`src/rtl/sort_8_stream_tx_if.sv`:
```
// sort_8_stream_tx_if: vector-in / word-out stream bundle for sort_8_stream_tx
interface sort_8_stream_tx_if #(parameter int DATA_W = 32);
  logic              in_valid;
  logic              in_ready;
  logic [DATA_W-1:0] data_0, data_1, data_2, data_3, data_4, data_5, data_6, data_7;
  logic              out_valid;
  logic              out_ready;
  logic [DATA_W-1:0] out_data;
  logic [2:0]        out_idx;
  logic              out_last;
  logic              order_err;
  modport slave (
    input  in_valid, data_0, data_1, data_2, data_3, data_4, data_5, data_6, data_7, out_ready,
    output in_ready, out_valid, out_data, out_idx, out_last, order_err
  );
  modport master (
    output in_valid, data_0, data_1, data_2, data_3, data_4, data_5, data_6, data_7, out_ready,
    input  in_ready, out_valid, out_data, out_idx, out_last, order_err
  );
endinterface

```
`src/rtl/sort_8_stream_tx.sv`:
```
// sort_8_stream_tx: serialises one sorted 8-word vector per handshake, rank 0 first.
// Optional SORT_STREAM_CHECK_EN adds a sticky descending-pair detector on order_err.
module sort_8_stream_tx #(
  parameter int DATA_W = 32,
  parameter int N      = 8
) (
  input logic              clk,
  input logic              rst_n,
  sort_8_stream_tx_if.slave bus
);
  typedef enum logic {IDLE, STREAM} state_t;
  state_t            state, state_nxt;
  logic [2:0]        idx, idx_nxt;
  logic [DATA_W-1:0] mem [N];
  logic [DATA_W-1:0] din [N];
  logic              fire, last, load;
  assign din = '{bus.data_0, bus.data_1, bus.data_2, bus.data_3,
                 bus.data_4, bus.data_5, bus.data_6, bus.data_7};
  always_ff @(posedge clk or negedge rst_n)
    if (!rst_n) state <= IDLE;
    else        state <= state_nxt;
  // Accepting a new vector on the last beat keeps the stream gap-free.
  always_comb begin
    fire          = state == STREAM && bus.out_ready;
    last          = fire && idx == 3'(N - 1);
    bus.in_ready  = state == IDLE || last;
    load          = bus.in_valid && bus.in_ready;
    state_nxt     = load ? STREAM : last ? IDLE : state;
    idx_nxt       = load ? 3'd0 : fire ? idx + 3'd1 : idx;
    bus.out_valid = state == STREAM;
    bus.out_data  = bus.out_valid ? mem[idx] : '0;
    bus.out_idx   = bus.out_valid ? idx : 3'd0;
    bus.out_last  = bus.out_valid && idx == 3'(N - 1);
  end
  always_ff @(posedge clk or negedge rst_n)
    if (!rst_n) begin
      idx <= 3'd0;
      for (int i = 0; i < N; i++) mem[i] <= '0;
    end else begin
      idx <= idx_nxt;
      if (load) mem <= din;
    end
`ifdef SORT_STREAM_CHECK_EN
  logic [DATA_W-1:0] prev;
  logic              err;
  // idx 0 is never compared, so vector boundaries are not checked.
  always_ff @(posedge clk or negedge rst_n)
    if (!rst_n) begin
      prev <= '0;
      err  <= 1'b0;
    end else if (fire) begin
      prev <= bus.out_data;
      if (idx != 3'd0 && bus.out_data < prev) err <= 1'b1;
    end
  assign bus.order_err = err;
`else
  assign bus.order_err = 1'b0;
`endif
endmodule
```
`src/flat_wrapper.sv`:
```
// flat-port wrapper written by rule: the top's interface ports become plain ports
module sort_8_stream_tx_flat 
#(
  parameter int DATA_W = 32,
  parameter int N      = 8
)
  (clk, rst_n, bus_in_valid, bus_data_0, bus_data_1, bus_data_2, bus_data_3, bus_data_4, bus_data_5, bus_data_6, bus_data_7, bus_out_ready, bus_in_ready, bus_out_valid, bus_out_data, bus_out_idx, bus_out_last, bus_order_err);
  sort_8_stream_tx_if #(.DATA_W(DATA_W)) bus_i ();
  input logic clk;
  input logic rst_n;
  input wire logic [$bits(bus_i.in_valid)-1:0] bus_in_valid;
  input wire logic [$bits(bus_i.data_0)-1:0] bus_data_0;
  input wire logic [$bits(bus_i.data_1)-1:0] bus_data_1;
  input wire logic [$bits(bus_i.data_2)-1:0] bus_data_2;
  input wire logic [$bits(bus_i.data_3)-1:0] bus_data_3;
  input wire logic [$bits(bus_i.data_4)-1:0] bus_data_4;
  input wire logic [$bits(bus_i.data_5)-1:0] bus_data_5;
  input wire logic [$bits(bus_i.data_6)-1:0] bus_data_6;
  input wire logic [$bits(bus_i.data_7)-1:0] bus_data_7;
  input wire logic [$bits(bus_i.out_ready)-1:0] bus_out_ready;
  output wire logic [$bits(bus_i.in_ready)-1:0] bus_in_ready;
  output wire logic [$bits(bus_i.out_valid)-1:0] bus_out_valid;
  output wire logic [$bits(bus_i.out_data)-1:0] bus_out_data;
  output wire logic [$bits(bus_i.out_idx)-1:0] bus_out_idx;
  output wire logic [$bits(bus_i.out_last)-1:0] bus_out_last;
  output wire logic [$bits(bus_i.order_err)-1:0] bus_order_err;
  assign bus_i.in_valid = bus_in_valid;
  assign bus_i.data_0 = bus_data_0;
  assign bus_i.data_1 = bus_data_1;
  assign bus_i.data_2 = bus_data_2;
  assign bus_i.data_3 = bus_data_3;
  assign bus_i.data_4 = bus_data_4;
  assign bus_i.data_5 = bus_data_5;
  assign bus_i.data_6 = bus_data_6;
  assign bus_i.data_7 = bus_data_7;
  assign bus_i.out_ready = bus_out_ready;
  assign bus_in_ready = bus_i.in_ready;
  assign bus_out_valid = bus_i.out_valid;
  assign bus_out_data = bus_i.out_data;
  assign bus_out_idx = bus_i.out_idx;
  assign bus_out_last = bus_i.out_last;
  assign bus_order_err = bus_i.order_err;
  sort_8_stream_tx #(.DATA_W(DATA_W), .N(N)) u_core (.clk(clk), .rst_n(rst_n), .bus(bus_i));
endmodule
```
`config.mk`:
```
export PLATFORM = sky130hd
export DESIGN_NAME = sort_8_stream_tx_flat
export DESIGN_NICKNAME = d
export VERILOG_FILES = /design/src/rtl/sort_8_stream_tx_if.sv /design/src/rtl/sort_8_stream_tx.sv /design/src/flat_wrapper.sv
export SDC_FILE = /design/constraint.sdc
export NUM_CORES = 1
export LEC_CHECK = 0
export BUFFER_PORTS_ARGS = -buffer_cell sky130_fd_sc_hd__buf_2
export CORE_ASPECT_RATIO = 1.4
export CORE_MARGIN = 2
export CORE_UTILIZATION = 35
export DETAILED_ROUTE_END_ITERATION = 8
export GPL_ROUTABILITY_DRIVEN = 0
export PLACE_DENSITY = 0.65
export SLEW_MARGIN = 20
export SYNTH_ARGS = -nofsm -noshare
export SYNTH_HDL_FRONTEND = slang
export SYNTH_SLANG_ARGS = --single-unit
```
`constraint.sdc`:
```
create_clock -name clk -period 2.25 [get_ports clk]
set_input_delay 0.45 -clock clk [delete_from_list [all_inputs] [get_ports clk]]
set_output_delay 0.45 -clock clk [all_outputs]
set_load 0.03 [all_outputs]
```
==> results.yml <==
status:
  outcome: "finished, violations left"
  violations: "negative setup slack"
route:
  route.vias.total: 8083
  dr.pass1.iters: 4
  first_iter_violations: 321
  ant_nets: 0
  drc_errors: 0
  routed_via_density: 4.89
  wl_per_cell_um: 22.3
  wl_mm: 36.9
synthesis:
  yosysTopAreaCellShare: 0.515
  syn-num-nets: 1050
  synth_area_leaders: "dfrtp_1, mux2_4, mux2_2"
  ys_seq_elements: 260
  synth_edf_count: 0
  synth_area_um2: 12600
  yosysTopAreaCell: "dfrtp_1"
  yosysSeqAreaShare: 0.515
  synth_common_cells: "dfrtp_1, mux2_4, mux2_2, nor2_1"
  syn_avg_cell_area_um2: 16.0
  synth_cell_type_count: 21
  synthArstFlopShare: 1.00
  synth_ff_type: "dfrtp_1"
  synth_most_common_cell: "dfrtp_1"
  synthCells: 788
  yosys_warnings: 0
min_path:
  worstHoldPathType: "input port to flip-flop"
clock_network:
  cts_buffers: 29
  clk_pin_slew_ns: 0.06
  h-tree-depth: 1
  cts_tree: "yes"
  clock-root-buffer: "clkbuf_16"
  cts_sinks: 260
  cts.path.max_buffers: 3
  clock_latency_ns: 0.55
floorplan:
  io_pins: 299
  fp.dieH_um: 229
  dieWidth_um: 165
  start_util: 0.354
  core-area_um2: 35700
  row_count: 82
  fp.dieArea_um2: 37600
global_routing:
  gr-total-overflow: 0
  grt_max_degree: 66
  grt_pass1_vias: 8584
  grt_pass1_wl_mm: 51.2
  track_usage: 0.179
  antenna_found_initial: 22
final_layout:
  layout.nets: 1411
  seqCellArea_um2: 6510
  multi_input_area_um2: 5880
  fillers: 3121
  final_area_um2: 17100
  drive_gt1_frac: 0.701
  synthToLayoutAreaGrowth_pct: 35.2
timing:
  finalCritPeriodShare: 1.19
  clock.fmax_mhz: 372
  finalSetupTns_ns: -13.48
  hold_viol_final: 0
  fin_ws_ns: -0.435
  period_minus_slack_ns: 2.68
  hold_ws_ns: 0.123
  finalClockSkew_ns: 0.0125
  setup_viol: 56
  rsz0062_at_grt: "yes"
  drv_slew: 0
setup_path:
  cp-start-kind: "flip-flop"
  path_max_fanout: 5
  end_kind: "output port"
  criticalPathCategory: "flip-flop to output port"
  worstPathArrival_ns: 2.23
  cp.required_ns: 1.80
power_and_ir_drop:
  intPower_mw: 17.3
  p_per_area_nw_per_um2: 1540
  cellLeakagePower_nw: 7.90
  finalPower_mw: 26.3
  power_frac_comb: 0.489
  clockPowerShare: 0.194
  pwr-share-seq: 0.317
  switching_share: 0.340
  ir_drop_v: 0.000733
  netSwitchingPower_mw: 8.93
flow_run:
  cap_violations: 0
placement:
  dpl_cell_area_um2: 14900
  port_buffers: 297
  post-dp-hpwl_mm: 24.1
metrics by stage:
step	cells	utilization	setup slack (ns)
after floorplan	788	-	0.112
after global placement	1538	0.417	-0.0417
after detailed placement	1538	0.417	-0.0361
after CTS	1599	0.453	-0.477
after global routing	1654	0.478	-0.511
final	1654	0.478	-0.435
registers in the layout (all words and copies together), names as in the netlist:
name,count
u_core.mem,256
u_core.idx,3
u_core.bus.out_valid,1
layout by cell type, fill, tap and decap left out, drive strengths merged:
cell / instances
conb: 1
mux4: 32
a21oi: 2
ha: 2
nor2: 33
mux2: 320
dlygate4sd3: 1
dfrtp: 260
clkinvlp: 2
o22ai: 32
nand2b: 2
nand3: 2
diode: 21
inv: 1
clkinv: 7
clkbuf: 55
a21bo: 1
bufinv: 5
nand2: 4
and2: 6
xor2: 1
buf: 370
o21ai: 32
logic make-up (layout without fill, tap and decap cells):
| kind of cell | count (synthesis) | count (layout) | share of synthesized area |
|---|---|---|---|
| DFF | 260 | 260 | 0.515 |
| other | 1 | 22 | 0.000297 |
| xor gates and xnor gates | 1 | 1 | 0.000694 |
| muxes | 352 | 352 | 0.402 |
| and+or+nand+nor | 46 | 47 | 0.0153 |
| AOI/OAI and AO/OA | 67 | 67 | 0.0301 |
| buffers and inverters | 59 | 441 | 0.0345 |
| adders and majority gates | 2 | 2 | 0.00198 |
power by group through the flow:
stage          registers (mW)  logic (mW)  clock network [mW]
4_1_cts                  8.27        12.0                5.20
6_report                 8.32        12.9                5.09
5_1_grt                  8.59        13.6                5.43
3_3_place_gp             8.25        11.1                   0
3_5_place_dp             8.32        11.2                   0
2_1_floorplan            7.79        8.28                   0
layout make-up:
class / instances / area share
clock inverters: 15 / 0.0127
multi-input cells: 470 / 0.344
flip-flops and latches: 260 / 0.381
well taps: 462 / 0.0338
clock buffers: 38 / 0.0468
diodes: 21 / 0.00308
repair buffers: 388 / 0.178
routing by layer:
metal,share of wire,global-route usage,vias to the layer above,wire length (um)
met2,0.49,0.285,239,18200
met4,0.045,0.103,0,1640
met3,0.045,0.0290,78,1680
li1,-,-,3640,-
met5,0,0,-,0
met1,0.42,0.228,4126,15300
worst max-delay path, stage by stage (launching register included):
cell and delay, ns:
dfrtp_2 0.46, buf_12 0.14, clkbuf_16 0.15, mux4_2 0.52, o22ai_2 0.17, nor2_1 0.07, buf_4 0.17
what timing repair did:
item | 4_1_cts | 5_1_grt
buffers inserted | 6 | 8
endpoints found under the setup margin | 33 | 254
gates resized for setup | 57 | 61
hold buffers | 1 | 0
hold endpoints to repair | 52 | 0
cloned | 1 | 26
pin swaps | 2 | 1
final timing paths:
path / from / endpoint / slack [ns] / depth (start not counted)
setup / recovery: u_core.idx[1] / bus_out_data[29] / -0.43 / 6
hold / removal: bus_data_2[26] / u_core.mem[186] / 0.12 / 2
setup reg to reg: u_core.idx[1] / u_core.mem[20] / -0.07 / 9
hold reg to reg: u_core.mem[97] / u_core.mem[97] / 0.50 / 1
max in group asynchronous: rst_n / u_core.mem[32] / 1.08 / 3
min in group asynchronous: rst_n / u_core.mem[235] / 0.43 / 2
(Power assumes the default switching activity.)
